## src/rtl/msp430_clock_switch_pkg.sv

```systemverilog
// Shared state encoding and default sizing for the MSP430 clock switch controller.
package msp430_clock_switch_pkg;

  typedef enum logic [1:0] {
    StIdle0   = 2'd0,
    StSwTo1   = 2'd1,
    StActive1 = 2'd2,
    StSwTo0   = 2'd3
  } clk_sw_state_e;

  localparam int unsigned DefTimeoutW   = 8;
  localparam int unsigned DefLockEdges  = 3;
  localparam int unsigned DefBackCycles = 4;

endpackage

```

## src/rtl/msp430_sync_cell.sv

```systemverilog
// Two-flop synchronizer bringing the clk_in1 toggle into the clk_in0_inv domain.
module msp430_sync_cell (
  input  logic clk_in0_inv,
  input  logic reset,
  input  logic din,
  output logic dout
);

  logic meta_q;
  logic sync_q;

  always_ff @(posedge clk_in0_inv or posedge reset) begin
    if (reset) begin
      meta_q <= 1'b0;
      sync_q <= 1'b0;
    end else begin
      meta_q <= din;
      sync_q <= meta_q;
    end
  end

  assign dout = sync_q;

endmodule

```

## src/rtl/msp430_clock_switch_ctrl.sv

```systemverilog
// Clock source switch controller: selects clk_in1 once it shows activity, and falls
// back to clk_in0 on software request or when clk_in1 stops toggling.
module msp430_clock_switch_ctrl
  import msp430_clock_switch_pkg::*;
#(
  parameter int unsigned TIMEOUT_W   = DefTimeoutW,
  parameter int unsigned LOCK_EDGES  = DefLockEdges,
  parameter int unsigned BACK_CYCLES = DefBackCycles
) (
  input  logic clk_in0_inv,
  input  logic reset,
  input  logic scan_mode,
  input  logic sel_wr,
  input  logic sel_wdata,
  input  logic clk1_tgl,
  input  logic fail_clr,
  output logic selection,
  output logic sel_status,
  output logic busy,
  output logic fail_flag,
  output logic irq
);

  localparam int unsigned EdgeW = $clog2(LOCK_EDGES + 1);
  localparam int unsigned BackW = $clog2(BACK_CYCLES + 1);

  localparam logic [TIMEOUT_W-1:0] TimerMax  = '1;
  localparam logic [TIMEOUT_W-1:0] TimerLast = {{(TIMEOUT_W-1){1'b1}}, 1'b0};
  localparam logic [EdgeW-1:0]     EdgeLast  = EdgeW'(LOCK_EDGES - 1);
  localparam logic [EdgeW-1:0]     EdgeSat   = EdgeW'(LOCK_EDGES);
  localparam logic [BackW-1:0]     BackLast  = BackW'(BACK_CYCLES - 1);
  localparam logic [BackW-1:0]     BackSat   = BackW'(BACK_CYCLES);

  clk_sw_state_e        state_q;
  logic [TIMEOUT_W-1:0] timer_q;
  logic [EdgeW-1:0]     edge_cnt_q;
  logic [BackW-1:0]     back_cnt_q;
  logic                 sw_req_q;
  logic                 tgl_prev_q;
  logic                 tgl_sync;
  logic                 activity;

  msp430_sync_cell u_sync (
    .clk_in0_inv (clk_in0_inv),
    .reset       (reset),
    .din         (clk1_tgl),
    .dout        (tgl_sync)
  );

  assign activity = tgl_sync ^ tgl_prev_q;

  always_ff @(posedge clk_in0_inv or posedge reset) begin
    if (reset) begin
      state_q    <= StIdle0;
      selection  <= 1'b0;
      sel_status <= 1'b0;
      busy       <= 1'b0;
      fail_flag  <= 1'b0;
      irq        <= 1'b0;
      timer_q    <= '0;
      edge_cnt_q <= '0;
      back_cnt_q <= '0;
      sw_req_q   <= 1'b0;
      tgl_prev_q <= 1'b0;
    end else if (scan_mode) begin
      irq <= 1'b0;
    end else begin
      irq        <= 1'b0;
      tgl_prev_q <= tgl_sync;
      // A failure set later in this block overrides the clear.
      if (fail_clr) fail_flag <= 1'b0;

      unique case (state_q)
        StIdle0: begin
          if (sel_wr && sel_wdata && !fail_flag) begin
            state_q    <= StSwTo1;
            selection  <= 1'b1;
            busy       <= 1'b1;
            edge_cnt_q <= '0;
            timer_q    <= '0;
          end
        end

        StSwTo1: begin
          if (activity) begin
            if (edge_cnt_q != EdgeSat) edge_cnt_q <= edge_cnt_q + 1'b1;
            if (edge_cnt_q == EdgeLast) begin
              state_q    <= StActive1;
              sel_status <= 1'b1;
              busy       <= 1'b0;
              irq        <= 1'b1;
              timer_q    <= '0;
            end
          end else begin
            if (timer_q != TimerMax) timer_q <= timer_q + 1'b1;
            if (timer_q == TimerLast) begin
              state_q    <= StSwTo0;
              selection  <= 1'b0;
              sel_status <= 1'b0;
              fail_flag  <= 1'b1;
              irq        <= 1'b1;
              back_cnt_q <= '0;
              sw_req_q   <= 1'b0;
            end
          end
        end

        StActive1: begin
          if (activity) begin
            timer_q <= '0;
          end else if (timer_q != TimerMax) begin
            timer_q <= timer_q + 1'b1;
          end

          if (!activity && (timer_q == TimerLast)) begin
            state_q    <= StSwTo0;
            selection  <= 1'b0;
            sel_status <= 1'b0;
            busy       <= 1'b1;
            fail_flag  <= 1'b1;
            irq        <= 1'b1;
            back_cnt_q <= '0;
            sw_req_q   <= 1'b0;
          end else if (sel_wr && !sel_wdata) begin
            state_q    <= StSwTo0;
            selection  <= 1'b0;
            sel_status <= 1'b0;
            busy       <= 1'b1;
            back_cnt_q <= '0;
            sw_req_q   <= 1'b1;
          end
        end

        StSwTo0: begin
          if (back_cnt_q != BackSat) back_cnt_q <= back_cnt_q + 1'b1;
          if (back_cnt_q == BackLast) begin
            state_q <= StIdle0;
            busy    <= 1'b0;
            irq     <= sw_req_q;
          end
        end
      endcase
    end
  end

endmodule
```

## config.mk

```make
export PLATFORM = sky130hd
export DESIGN_NAME = msp430_clock_switch_ctrl
export DESIGN_NICKNAME = d
export VERILOG_FILES = /design/src/rtl/msp430_clock_switch_pkg.sv /design/src/rtl/msp430_sync_cell.sv /design/src/rtl/msp430_clock_switch_ctrl.sv
export SDC_FILE = /design/constraint.sdc
export NUM_CORES = 1
export LEC_CHECK = 0
export CAP_MARGIN = 10
export CORE_ASPECT_RATIO = 2
export CORE_UTILIZATION = 35
export DETAILED_ROUTE_END_ITERATION = 8
export PLACE_DENSITY = 0.56
export SYNTH_ARGS = -nofsm -noshare
export SYNTH_HDL_FRONTEND = slang
export SYNTH_SLANG_ARGS = --single-unit
```

## constraint.sdc

```tcl
create_clock -name clk_in0_inv -period 1.6 [get_ports clk_in0_inv]
set_input_delay 0.16 -clock clk_in0_inv [delete_from_list [all_inputs] [get_ports clk_in0_inv]]
set_output_delay 0.16 -clock clk_in0_inv [all_outputs]
set_load 0.02 [all_outputs]
```

==> metrics <==
PortBufs 11; Worst Hold Class in2async; hpwl dp 3.16 mm; status finished with violations; initial cell density of the core 0.370; mean area per synthesized cell 10.4 sq um; critical path class reg2reg; placer congestion estimate 0.970; Worst slew margin 0.760; Root Driver clkbuf_8; Post-Syn Nets 167; Num CTS Buffers 3; initial antenna violation count 0; WL/cell 16.1 um; share of the synthesized area in the top cell type 0.389; layout cell share with drive strength beyond 1 0.500; RSZ-0062 raised after global routing true; number of flops mapped to enable cells by yosys 0; final wirelength ~4.4 mm; async set-reset flop share out of synthesis 1.00; residual DRC count 0; most common cell after layout, fill and taps aside buf_4; die height approximately 96 um; slew at the pin with the worst max-slew slack around 0.36 ns; Die X 49.0 um; P&R area growth vs syn 64.0%; top post-synthesis cells by area dfrtp_1 39%, ha_1 9.7%, mux2i_1 6.5%; fin cells between 200 and 300; Setup-failing EPs final 18; nature of the critical path startpoint flop; via density per instance ~5.3; first-pass GRT wire length just under 7 mm; most frequent cells in the layout 55 x buf_4, 21 x dfrtp_1, 11 x clkdlybuf4s50_1; Leak Pwr between 1 and 1.5 nW; Tcrit/Tclk final 1.10; DR vias 1,469; clock latency at the later pin of the worst-skew pair 0.27 ns; final slew viol count 0; Comb pwr share 0.687; Fin. Hold Viols 0; Max clock buf depth 2; total track usage 0.191; cells after synthesis 148; internal power 2.51 mW; Clock power frac 0.103; Post-Synthesis Cell Area approximately 0.0015 sq mm; Antenna Nets Post-Route 0; Crit. End Element flop; Peak Freq 569 MHz; Max-Cap Viols 0; PwrDens 1650 mW/mm^2; Worst-path clk slew about 0.090 ns; number of synthesis warnings 0; remaining global-route overflow 0; number of global-route vias before repair approximately 1,600; worst setup margin -0.157 ns; Worst VDD drop 0.933 mV; violated checks setup timing; CTS tree yes; fin crit period 1.76 ns; setup_tns -1.38 ns; IO Pins 12; count of different cell masters after synthesis 43; critical path required time 1.77 ns; Synth Register Bits 24; Worst Path Max Fanout 5; sequential cell area fraction in the yosys report 0.389; # diodes 0; Top FF cell, synth dfrtp_1; Placed Cells 258; largest net degree at the start of global routing 25; hold_buf cts 0; DR iter-0 viols 44; # clock sinks 24; CP arrival 1.92 ns; Fill cells 329; Reg power frac 0.211; core area 0.00417 sq mm; Switching Fraction 0.400; Synth area leader dfrtp_1; row count 33; NetSw around 1.7 mW; final net count around 240; Worst Skew around 0.0030 ns; Die Area 0.00470 sq mm; DR pass1 iterations 4; number of H-tree levels 1
## synth_stat cells (2+ instances only)
| cell | number |
|---|---|
| a311oi_1 | 2 |
| o2bb2ai_1 | 2 |
| nor2b_1 | 4 |
| nand2_1 | 8 |
| nor4_1 | 3 |
| inv_1 | 13 |
| a221oi_1 | 2 |
| a21oi_1 | 3 |
| and4_1 | 2 |
| nor3_1 | 2 |
| nor2_1 | 3 |
| nand2b_1 | 4 |
| mux2_2 | 4 |
| clkbuf_1 | 2 |
| o21bai_1 | 4 |
| o21ai_0 | 10 |
| ha_1 | 12 |
| mux2i_1 | 10 |
| a21o_1 | 2 |
| o211ai_1 | 3 |
| nand4_1 | 2 |
| nand3_1 | 6 |
| dfrtp_1 | 24 |
| nor4_4 | 2 |
## metrics by stage
step | hold slack [ns] | power, mW | area (sq um) | utilization | setup WS (ns)
2_1_floorplan | 0.175 | 2.01 | 1580 | - | -0.0587
3_3_place_gp | 0.335 | 3.03 | 2120 | 0.509 | -0.175
3_5_place_dp | 0.342 | 3.09 | 2120 | 0.509 | -0.213
4_1_cts | 0.243 | 3.83 | 2330 | 0.559 | -0.140
5_1_grt | 0.284 | 4.42 | 2530 | 0.607 | -0.229
6_report | 0.230 | 4.18 | 2530 | 0.607 | -0.157
## state kept, by name, indices dropped and copies added, names as in the netlist
signal,count
back_cnt_q,3
busy,1
edge_cnt_q,2
fail_flag,1
irq,1
sel_status,1
selection,1
state_q,2
sw_req_q,1
tgl_prev_q,1
timer_q,8
u_sync.dout,1
u_sync.meta_q,1
## critical path, stage by stage, from the launching register on
cell	delay (ns)
dfrtp_2	0.44
buf_6	0.13
xnor2_4	0.27
o21ai_4	0.13
buf_12	0.15
o41a_1	0.36
a21o_1	0.17
## logic make-up (layout without fill, tap and decap cells)
kind of cell | Yosys count | in the layout | synth area share
and+or+nand+nor | 43 | 43 | 0.188
AOI/OAI and AO/OA | 36 | 36 | 0.164
DFF | 24 | 24 | 0.389
buffers and inverters | 16 | 92 | 0.0397
muxes | 15 | 15 | 0.101
adders and majority gates | 12 | 12 | 0.0972
xor gates and xnor gates | 2 | 2 | 0.0211
## power by group through the flow
stage	combinational, mW	clock [mW]	sequential, mW
final	2.87	0.429	0.881
after global routing	3.07	0.456	0.900
after CTS	2.52	0.437	0.876
after detailed placement	2.21	0	0.876
after global placement	2.16	0	0.865
after floorplan	1.08	0	0.930
## worst paths after layout
check,startpoint,to,slack [ns],depth (start not counted)
min in group clk_in0_inv,clk1_tgl,u_sync.meta_q$_DFF_PP0_,0.32,1
max in group asynchronous,reset,tgl_prev_q$_DFFE_PP0N_,1.11,3
setup / recovery,tgl_prev_q$_DFFE_PP0N_,timer_q[6]$_DFFE_PP0P_,-0.16,6
setup reg to reg,tgl_prev_q$_DFFE_PP0N_,timer_q[6]$_DFFE_PP0P_,-0.16,6
hold reg to reg,u_sync.meta_q$_DFF_PP0_,u_sync.dout$_DFF_PP0_,0.36,0
hold / removal,reset,sel_status$_DFFE_PP0P_,0.23,3
## layer usage
| layer | routed length (um) | GRT usage |
|---|---|---|
| met3 | 63 | 0.0174 |
| met2 | 2670 | 0.382 |
| met5 | 0 | 0 |
| met1 | 1520 | 0.176 |
| met4 | 177 | 0.135 |
## area by class of cell
| cell class | instances | area (sq um) | area share |
|---|---|---|---|
| multi-input cells | 108 | 1090 | 0.430 |
| repair buffers | 75 | 664 | 0.262 |
| flip-flops and latches | 24 | 604 | 0.239 |
| well taps | 52 | 65.1 | 0.0257 |
| clock buffers | 4 | 55.1 | 0.0217 |
| inverters | 13 | 53.8 | 0.0212 |
## what timing repair did
action | in CTS | in global routing
buffers inserted | 6 | 8
pin swaps | 9 | 12
resized for setup | 29 | 24
endpoints found under the setup margin | 19 | 21
gates cloned | 0 | 1
Note: power is estimated with default switching activity, not from simulation.
